`src/rtl/game_flow_fsm.sv`:
```
// Game progression controller: title/play/pause/death/level/world/end screens,
// level/world/lives bookkeeping, player disable, object reset and audio cue select.
//
//  state      | meaning
//  IDLE       | title screen, silent, waiting for start
//  ARM        | reset_select pulse to Reset_Mux, screen held from previous state
//  PLAY       | player active, music looping
//  PAUSE      | frozen, music muted, pause/continue resumes
//  DIED       | life lost, cue plays, continue or timeout re-arms
//  LEVEL_UP   | level advanced, cue plays, continue or timeout re-arms
//  WORLD_UP   | world advanced, cue plays, continue or timeout re-arms
//  GAME_OVER  | no lives left, start/continue returns to title
//  WIN        | last level of last world cleared, start/continue returns to title
module game_flow_fsm #(
   parameter int NUM_WORLDS       = 4,
   parameter int LEVELS_PER_WORLD = 3,
   parameter int START_LIVES      = 3,
   parameter int LVL_W            = 3,
   parameter int WORLD_W          = 3,
   parameter int LIVES_W          = 3,
   parameter int HOLD_CYCLES      = 100000000,
   parameter int RESET_PULSE      = 4
) (
   input  logic                   clk,
   input  logic                   rst,
   input  logic                   start_btn,
   input  logic                   continue_btn,
   input  logic                   pause_btn,
   input  logic                   player_dead,
   input  logic                   level_complete,
   input  logic                   audio_seq_end,
   output logic [LVL_W-1:0]       level,
   output logic [WORLD_W-1:0]     world,
   output logic [2:0]             screen,
   output logic [LIVES_W-1:0]     lives,
   output logic [START_LIVES-1:0] lives_led,
   output logic                   player_disable,
   output logic                   reset_select,
   output logic [2:0]             audio_select,
   output logic                   audio_enable
);

   typedef enum logic [3:0] {
      IDLE, ARM, PLAY, PAUSE, DIED, LEVEL_UP, WORLD_UP, GAME_OVER, WIN
   } state_t;

   localparam int TMR_W = (HOLD_CYCLES > 1) ? $clog2(HOLD_CYCLES) : 1;
   localparam int ARM_W = (RESET_PULSE > 1) ? $clog2(RESET_PULSE) : 1;
   localparam logic [TMR_W-1:0]   TMR_LAST   = TMR_W'((HOLD_CYCLES > 0) ? HOLD_CYCLES - 1 : 0);
   localparam logic [ARM_W-1:0]   ARM_LOAD   = ARM_W'(RESET_PULSE - 1);
   localparam logic [LVL_W-1:0]   LVL_LAST   = LVL_W'(LEVELS_PER_WORLD - 1);
   localparam logic [WORLD_W-1:0] WORLD_LAST = WORLD_W'(NUM_WORLDS - 1);
   localparam logic [LIVES_W-1:0] LIVES_INIT = LIVES_W'(START_LIVES);
   localparam bit                 HOLD_EN    = (HOLD_CYCLES != 0);

   state_t                 state, stateNext;
   logic                   edgeArm, startPrev, continuePrev, pausePrev;
   logic                   startEdge, continueEdge, pauseEdge;
   logic                   cueState, cueNext;
   logic [ARM_W-1:0]       armCnt, armCntNext;
   logic [TMR_W-1:0]       holdTmr, holdTmrNext;
   logic [LVL_W-1:0]       levelNext;
   logic [WORLD_W-1:0]     worldNext;
   logic [LIVES_W-1:0]     livesNext;
   logic [START_LIVES-1:0] livesLedNext;
   logic [2:0]             screenNext, audioSelectNext;
   logic                   audioEnableNext;

   // edgeArm blocks edges on the first cycle after reset so a key held through reset is not seen
   assign startEdge    = edgeArm & start_btn    & ~startPrev;
   assign continueEdge = edgeArm & continue_btn & ~continuePrev;
   assign pauseEdge    = edgeArm & pause_btn    & ~pausePrev;

   assign cueState = (state == DIED) || (state == LEVEL_UP) || (state == WORLD_UP) ||
                     (state == GAME_OVER) || (state == WIN);
   assign cueNext  = (stateNext == DIED) || (stateNext == LEVEL_UP) || (stateNext == WORLD_UP) ||
                     (stateNext == GAME_OVER) || (stateNext == WIN);

   // state, counters, edge flops and registered outputs
   always_ff @(posedge clk or posedge rst) begin
      if (rst) begin
         state          <= IDLE;
         edgeArm        <= 1'b0;
         startPrev      <= 1'b0;
         continuePrev   <= 1'b0;
         pausePrev      <= 1'b0;
         armCnt         <= '0;
         holdTmr        <= '0;
         level          <= '0;
         world          <= '0;
         lives          <= LIVES_INIT;
         lives_led      <= '1;
         screen         <= 3'd0;
         player_disable <= 1'b1;
         reset_select   <= 1'b0;
         audio_select   <= 3'd0;
         audio_enable   <= 1'b0;
      end else begin
         state          <= stateNext;
         edgeArm        <= 1'b1;
         startPrev      <= start_btn;
         continuePrev   <= continue_btn;
         pausePrev      <= pause_btn;
         armCnt         <= armCntNext;
         holdTmr        <= holdTmrNext;
         level          <= levelNext;
         world          <= worldNext;
         lives          <= livesNext;
         lives_led      <= livesLedNext;
         screen         <= screenNext;
         player_disable <= (stateNext != PLAY);
         reset_select   <= (stateNext == ARM);
         audio_select   <= audioSelectNext;
         audio_enable   <= audioEnableNext;
      end
   end

   // next state and counter updates
   always_comb begin
      stateNext   = state;
      armCntNext  = armCnt;
      holdTmrNext = holdTmr;
      levelNext   = level;
      worldNext   = world;
      livesNext   = lives;
      case (state)
         IDLE: begin
            if (startEdge) begin
               stateNext = ARM;
               levelNext = '0;
               worldNext = '0;
               livesNext = LIVES_INIT;
            end
         end
         ARM: begin
            if (armCnt == '0) stateNext = PLAY;
            else              armCntNext = armCnt - ARM_W'(1);
         end
         PLAY: begin
            if (player_dead) begin
               if (lives > LIVES_W'(1)) begin
                  livesNext = lives - LIVES_W'(1);
                  stateNext = DIED;
               end else begin
                  livesNext = '0;
                  stateNext = GAME_OVER;
               end
            end else if (level_complete) begin
               if (level >= LVL_LAST) begin
                  if (world >= WORLD_LAST) begin
                     stateNext = WIN;
                  end else begin
                     worldNext = world + WORLD_W'(1);
                     levelNext = '0;
                     stateNext = WORLD_UP;
                  end
               end else begin
                  levelNext = level + LVL_W'(1);
                  stateNext = LEVEL_UP;
               end
            end else if (pauseEdge) begin
               stateNext = PAUSE;
            end
         end
         PAUSE: begin
            if (pauseEdge || continueEdge) stateNext = PLAY;
         end
         DIED, LEVEL_UP, WORLD_UP: begin
            if (continueEdge)                          stateNext = ARM;
            else if (HOLD_EN && (holdTmr == TMR_LAST)) stateNext = ARM;
            else if (HOLD_EN)                          holdTmrNext = holdTmr + TMR_W'(1);
         end
         GAME_OVER, WIN: begin
            if (startEdge || continueEdge) stateNext = IDLE;
         end
         default: stateNext = IDLE;
      endcase
      if (stateNext != state) begin
         holdTmrNext = '0;
         if (stateNext == ARM) armCntNext = ARM_LOAD;
      end
   end

   // screen, audio cue and lives display for the state being entered
   always_comb begin
      screenNext      = screen;
      audioSelectNext = 3'd0;
      case (stateNext)
         IDLE:      screenNext = 3'd0;
         ARM:       screenNext = screen;
         PLAY:      begin screenNext = 3'd1; audioSelectNext = 3'd1; end
         PAUSE:     begin screenNext = 3'd6; audioSelectNext = 3'd1; end
         DIED:      begin screenNext = 3'd7; audioSelectNext = 3'd2; end
         LEVEL_UP:  begin screenNext = 3'd4; audioSelectNext = 3'd3; end
         WORLD_UP:  begin screenNext = 3'd5; audioSelectNext = 3'd4; end
         GAME_OVER: begin screenNext = 3'd2; audioSelectNext = 3'd5; end
         WIN:       begin screenNext = 3'd3; audioSelectNext = 3'd6; end
         default:   screenNext = 3'd0;
      endcase
      if (stateNext != state) audioEnableNext = (stateNext == PLAY) || cueNext;
      else                    audioEnableNext = audio_enable & ~(cueState & audio_seq_end);
      for (int i = 0; i < START_LIVES; i++) begin
         livesLedNext[i] = (livesNext > LIVES_W'(i));
      end
   end

endmodule

```
`config.mk`:
```
export PLATFORM = sky130hd
export DESIGN_NAME = game_flow_fsm
export DESIGN_NICKNAME = d
export VERILOG_FILES = /design/src/rtl/game_flow_fsm.sv
export SDC_FILE = /design/constraint.sdc
export NUM_CORES = 1
export LEC_CHECK = 0
export ABC_AREA = 1
export ABC_CLOCK_PERIOD_IN_PS = 2800
export CORE_ASPECT_RATIO = 1.75
export CORE_UTILIZATION = 45
export DETAILED_ROUTE_END_ITERATION = 8
export GPL_ROUTABILITY_DRIVEN = 0
export MAX_ROUTING_LAYER = met4
export PLACE_DENSITY_LB_ADDON = 0.25
export SLEW_MARGIN = 15
export SYNTH_ARGS = -nofsm -noshare
export SYNTH_HDL_FRONTEND = slang
export SYNTH_SLANG_ARGS = --single-unit
```
`constraint.sdc`:
```
create_clock -name clk -period 2.8 [get_ports clk]
set_input_delay 0.7 -clock clk [delete_from_list [all_inputs] [get_ports clk]]
set_output_delay 0.7 -clock clk [all_outputs]
set_load 0.05 [all_outputs]
```
Yosys cells after proc, flatten, opt, wreduce, memory -nomap -nowiden
Cells that the tools add are included.
{ "totals": {"input_bits": 8, "output_inout_bits": 21, "elab_cells": 126, "ff_bits": 58} }
{ "classes": {"addsub": 5, "n_mux": 39, "bitwise_logic": 12, "eq_ne": 27, "reduce_logical": 21, "magnitude_cmp": 6} }
{ "op_table": {"columns": ["cell", "n"], "rows": [
  ["$mux W27", 4],
  ["$mux W4", 11],
  ["$mux W3", 12],
  ["$eq A4 B3 Y1 const B", 8],
  ["$add A27 B1 Y27 const B", 1],
  ["$eq A27 B27 Y1 const B", 1],
  ["$pmux W3 S8", 1],
  ["$pmux W4 S6", 1],
  ["$pmux W3 S2", 3],
  ["$pmux W3 S6", 1],
  ["$eq A4 B2 Y1 const B", 4],
  ["$logic_or A1 B1 Y1", 11],
  ["$mux W2", 5],
  ["$ne A2 B2 Y1 const B", 5],
  ["$gt A3 B1 Y1 const B", 3],
  ["$and A1 B1 Y1", 8],
  ["$eq A4 B1 Y1 const B", 2],
  ["$eq A4 B4 Y1 const B", 2],
  ["$add A3 B1 Y3 const B", 2],
  ["$ge A3 B2 Y1 const B", 2],
  ["$reduce_and A6 Y1", 1],
  ["$reduce_and A5 Y1", 1],
  ["$logic_not A4 Y1", 1],
  ["$ne A2 B1 Y1 const B", 2],
  ["other kinds (13)", 18]
]} }

Logic depth before layout (Yosys ltp)
{ "depth": {"ltp_word": 13, "mapped_depth": 15, "mapped_depth_nobuf": 14} }

Least setup slack after synthesis
OpenSTA, ideal clock, no wires.
{ "synth_timing": {"path_kind": "flip-flop to flip-flop", "startpoint": "reg world[0]", "endpoint": "reg holdTmr[4]", "setup_time_ns": 0.121, "t_required_ns": 2.679, "stages_incl_launch_ff": 15, "setup_slack_ns": 0.559, "n_path_buf": 2, "period_less_slack_ns": 2.241, "arrival_time_ns": 2.121, "path_cell_list": "dfrtp_1 ha_1 ha_1 nor2_1 nand2_1 nand2_1 nand2_1 nand3_1 nand2_1 a21oi_1 nor2_1 nand3_2 buf_6 buf_6 nor2_2"} }
{ "synth_via": {"elab_chain_len": 9, "elab_cells_between_ends": 12, "cone_classes": "order compare (1); eq/ne (3); mux (6); reduce/logical (2)"} }
{ "synth_lines": {"columns": ["item", "line_no", "rtl"], "rows": [
  ["from (decl)", "33", "output logic [WORLD_W-1:0] world,"],
  ["from (signal assigned)", "107", "world <= worldNext;"],
  ["$ge A3 B2 Y1 *", "150", "if (world >= WORLD_LAST) begin"],
  ["$mux W4 *", "150", null],
  ["$mux W4 *", "149", "if (level >= LVL_LAST) begin"],
  ["$mux W4 *", "148", "end else if (level_complete) begin"],
  ["$mux W4 *", "140", "if (player_dead) begin"],
  ["$pmux W4 S6 *", "126", "case (state)"],
  ["$ne A4 B4 Y1 *", "178", "if (stateNext != state) begin"],
  ["$ne A2 B1 Y1 (no line) / $reduce_bool A2 Y1 (equally long branches)", null, null],
  ["$reduce_and A3 Y1 (no line)", null, null],
  ["to (signal assigned)", "105", "holdTmr <= holdTmrNext;"],
  ["to (decl)", "61", "logic [TMR_W-1:0] holdTmr, holdTmrNext;"]
]} }
Mark *: on every way between the ends. The rest lies on a longest branch, timed or not.
A chain may end at the register's enable or synchronous reset.

Final worst setup path
{ "layout_timing": {"startpoint": "reg lives[0]", "endpoint": "out lives[0]"} }
{ "layout_rtl": {"columns": ["item", "line_no", "rtl"], "rows": [
  ["from (decl)", "35", "output logic [LIVES_W-1:0] lives,"],
  ["from (signal assigned)", "108", "lives <= livesNext;"]
]} }
No word-level cell between the ends.

==> metrics.txt <==
routed len/inst ~13 um; Routed Antenna Nets 0; switching power as a share of total power between 40 and 50%; clock transition at the register clock pins on the worst setup and hold paths after CTS 0.05 ns; worst reg-to-reg path cell count 13; Post-CTS Repair Setup Buffers 0; Clk Latency, worst-skew pair 0.32 ns; master cell of the clock root buffer sky130_fd_sc_hd__clkbuf_16; total internal power approximately 2.2 mW; DRT Pass-1 Iters 5; highest attainable clock frequency about 420 MHz; sum of overflow across all layers after global routing 0; die height ~120 um; Crit-path slowest cell sky130_fd_sc_hd__clkdlybuf4s50_1; largest voltage drop on the vdd net between 600 and 700 uV; combined area of all synthesized cells about 0.0034 mm2; portion of synthesized cell area occupied by the leading cell type 38.8%; CTS tree yes; leading post-synthesis cells by cell area sky130_fd_sc_hd__dfrtp_1 (39%), sky130_fd_sc_hd__nand2_1 (11%), sky130_fd_sc_hd__nor2_1 (6.9%); fin worst setup slack 0.396 ns; proportion of power drawn by combinational gates 46.2%; overall routing resource usage between 20% and 30%; standard-cell row count 41; Crit. End Element output pin; Setup Viol. Count Final 0; final standard cell count with taps included and fillers excluded about 560; destination of the worst hold path screen[0]$_DFFE_PP0N_; Final Power just under 4 mW; Post-synth top flop sky130_fd_sc_hd__dfrtp_1; number of antenna violations at the first check in global routing 0; capturing point of the worst reg2reg path holdTmr[15]$_DFFE_PP0P_; # DRC 0; # diodes 0; final net count slightly below 500; number of synthesized flops with an enable pin 0; floorplan core area 0.00723 mm2; number of port buffers 28; max-cap check violation count 0; max-slew violation total from the final report 0; cell leakage power 1.86 nW; Die Span X around 67 um; overall die area between 0.007 and 0.008 mm2; Ports 29; Ys Warns 0; result of the run finished clean; Mapped Cells around 430; final-report hold violation count 0; Clock H-tree levels 3; Hold Path Class flip-flop to flip-flop; fraction of layout cells with a size suffix above 1 between 10% and 20%; unrepaired setup endpoints after global routing false; R2R setup slack ~0.55 ns; # fillers 662; share of the yosys chip area belonging to registers between 40% and 50%; type of the worst setup path flip-flop to output pin; required arrival time at the worst endpoint approximately 2.1 ns; unique cell type count in the Yosys netlist 39; FF+latch count, synth 58; final wirelength between 7 and 8 mm; minimum clock period after layout 2.40 ns; source of the worst hold timing path screen[0]$_DFFE_PP0N_; Setup TNS 0 ns; kind of launch point of the worst setup path flip-flop; DPL Wire Length 5.54 mm; kind of cell adding the most delay to the critical path buffers and inverters; Critical Path Max Stage Delay around 0.81 ns; total clock buffers created by CTS 9; routed vias approximately 2900; library cell with the largest summed area after synthesis sky130_fd_sc_hd__dfrtp_1; CP arrival between 1.5 and 2 ns; start of the worst register-to-register path world[0]$_DFFE_PP0P_; Hold Path Depth 2; synthesis-to-finish area growth 20.3%; first-pass GRT wire length 12.5 mm; final period utilization between 80% and 90%; Synth Area per Inst between 7 and 8 um2; final core area utilization a little under three fifths; sequential cell fraction of total power between 20 and 30%; series of cell instances along the critical path clkdlybuf4s50_1; largest net degree at the start of global routing 59; initial core utilization 46.4%; initial drt markers between 150 and 200; part of the power in the clock network around 25%; cell count after placement 547; Worst Clk Skew roughly 0.0055 ns; total clock sinks between 50 and 60; total power per unit cell area just under 1000 mW/mm2; transition at the pin with the smallest max-transition slack 0.510 ns; maximum number of buffers from clock root to sink 2; Vias per Instance 5.19; largest fanout on the critical path 5; proportion of register bits with asynchronous set or reset after synthesis 100%; Placement Setup Slack about 0.13 ns; quantity of gates resized following cts 0; number of buffers inserted by hold repair at cts 0; CP bufs+invs 1; sw power around 1.7 mW; slew margin rel. between 60% and 70%; via count of the first global-routing pass ~2800; Syn Nets 448
==> layer usage <==
metal | track usage, % | up-vias | routed length, um | part of all wire (%)
li1 | - | 1463 | - | -
met2 | 40.1 | 55 | 4290 | 57
met1 | 21.4 | 1387 | 2830 | 38
met3 | 4.49 | 15 | 197 | 2.6
met5 | - | - | 0 | 0
met4 | 11.1 | 0 | 210 | 2.8
==> power groups by stage <==
stage | Combinational (mW) | Sequential (mW) | Clock [mW]
floorplan | 0.949 | 1.50 | 0
global placement | 1.78 | 1.14 | 0
detailed placement | 1.81 | 1.14 | 0
CTS | 1.82 | 1.13 | 0.992
global route | 1.96 | 1.15 | 1.03
finish | 1.81 | 1.13 | 0.971
==> registers in the layout (all words and copies together), names as in the netlist, 2 cells and up <==
register	cells
holdTmr	27
state	4
audio_select	3
level	3
lives	3
lives_led	3
screen	3
world	3
armCnt	2
==> logic make-up after synthesis <==
group / count (synthesis) / synth area share (%)
AOI/OAI and AO/OA: 30 / 5.75
buffers and inverters: 59 / 7.20
adders and majority gates: 7 / 2.61
DFF: 58 / 43.5
and+or+nand+nor: 257 / 35.3
other: 1 / 0.112
xor gates and xnor gates: 21 / 5.49
==> layout make-up <==
type / instances / area (um2) / area share (%)
clock inverter: 3 / 15.0 / 0.372
clock buffer: 13 / 250 / 6.20
timing repair buffer: 34 / 350 / 8.68
sequential: 58 / 1460 / 36.2
tap: 86 / 108 / 2.67
multi-input combinational: 316 / 1650 / 41.0
inverter: 53 / 199 / 4.93
==> how the worst max path moves through the flow <==
stage | start | slack, ns | end | depth (start not counted)
final | lives[0]$_DFF_PP1_ | 0.40 | lives[0] | 1
after global routing | start_btn | 0.29 | armCnt[0]$_DFF_PP0_ | 13
after CTS | lives[0]$_DFF_PP1_ | 0.38 | lives[0] | 1
after detailed placement | start_btn | 0.13 | holdTmr[15]$_DFFE_PP0P_ | 13
after global placement | pause_btn | 0.21 | holdTmr[21]$_DFFE_PP0P_ | 13
after floorplan | world[0]$_DFFE_PP0P_ | 0.56 | holdTmr[4]$_DFFE_PP0P_ | 14
==> layout by cell type (no fill, tap or decap), drive strengths merged, types with 2 or more instances in the layout <==
cell type,n
nand2,111
nor2,79
dfrtp,52
inv,52
nand3,41
clkdlybuf4s50,28
xor2,18
clkbuf,13
nand4,12
nor3,10
a21oi,9
o21ai,8
ha,7
dfstp,6
buf,6
clkinv,4
xnor2,3
a31oi,3
a31o,2
==> stage by stage <==
stage,hold slack (ns),cell area (um2)
after floorplan,0.470,3350
after global placement,0.465,3770
after detailed placement,0.470,3770
after CTS,0.482,4030
after global routing,0.516,4030
final,0.479,4030
==> synth_stat cells (2+ instances only) <==
master / count
sky130_fd_sc_hd__nand2_1: 102
sky130_fd_sc_hd__nor2_1: 62
sky130_fd_sc_hd__dfrtp_1: 52
sky130_fd_sc_hd__inv_1: 52
sky130_fd_sc_hd__nand3_1: 39
sky130_fd_sc_hd__xor2_1: 18
sky130_fd_sc_hd__nor2_2: 15
sky130_fd_sc_hd__nand4_1: 12
sky130_fd_sc_hd__nor3_1: 10
sky130_fd_sc_hd__a21oi_1: 8
sky130_fd_sc_hd__ha_1: 7
sky130_fd_sc_hd__nand2_2: 7
sky130_fd_sc_hd__o21ai_0: 7
sky130_fd_sc_hd__dfstp_2: 6
sky130_fd_sc_hd__buf_2: 4
sky130_fd_sc_hd__a31oi_1: 3
sky130_fd_sc_hd__xnor2_1: 3
sky130_fd_sc_hd__a31o_2: 2
sky130_fd_sc_hd__buf_6: 2
sky130_fd_sc_hd__nand2_4: 2
sky130_fd_sc_hd__nor2_4: 2
Power figures use the tool's default switching activity.
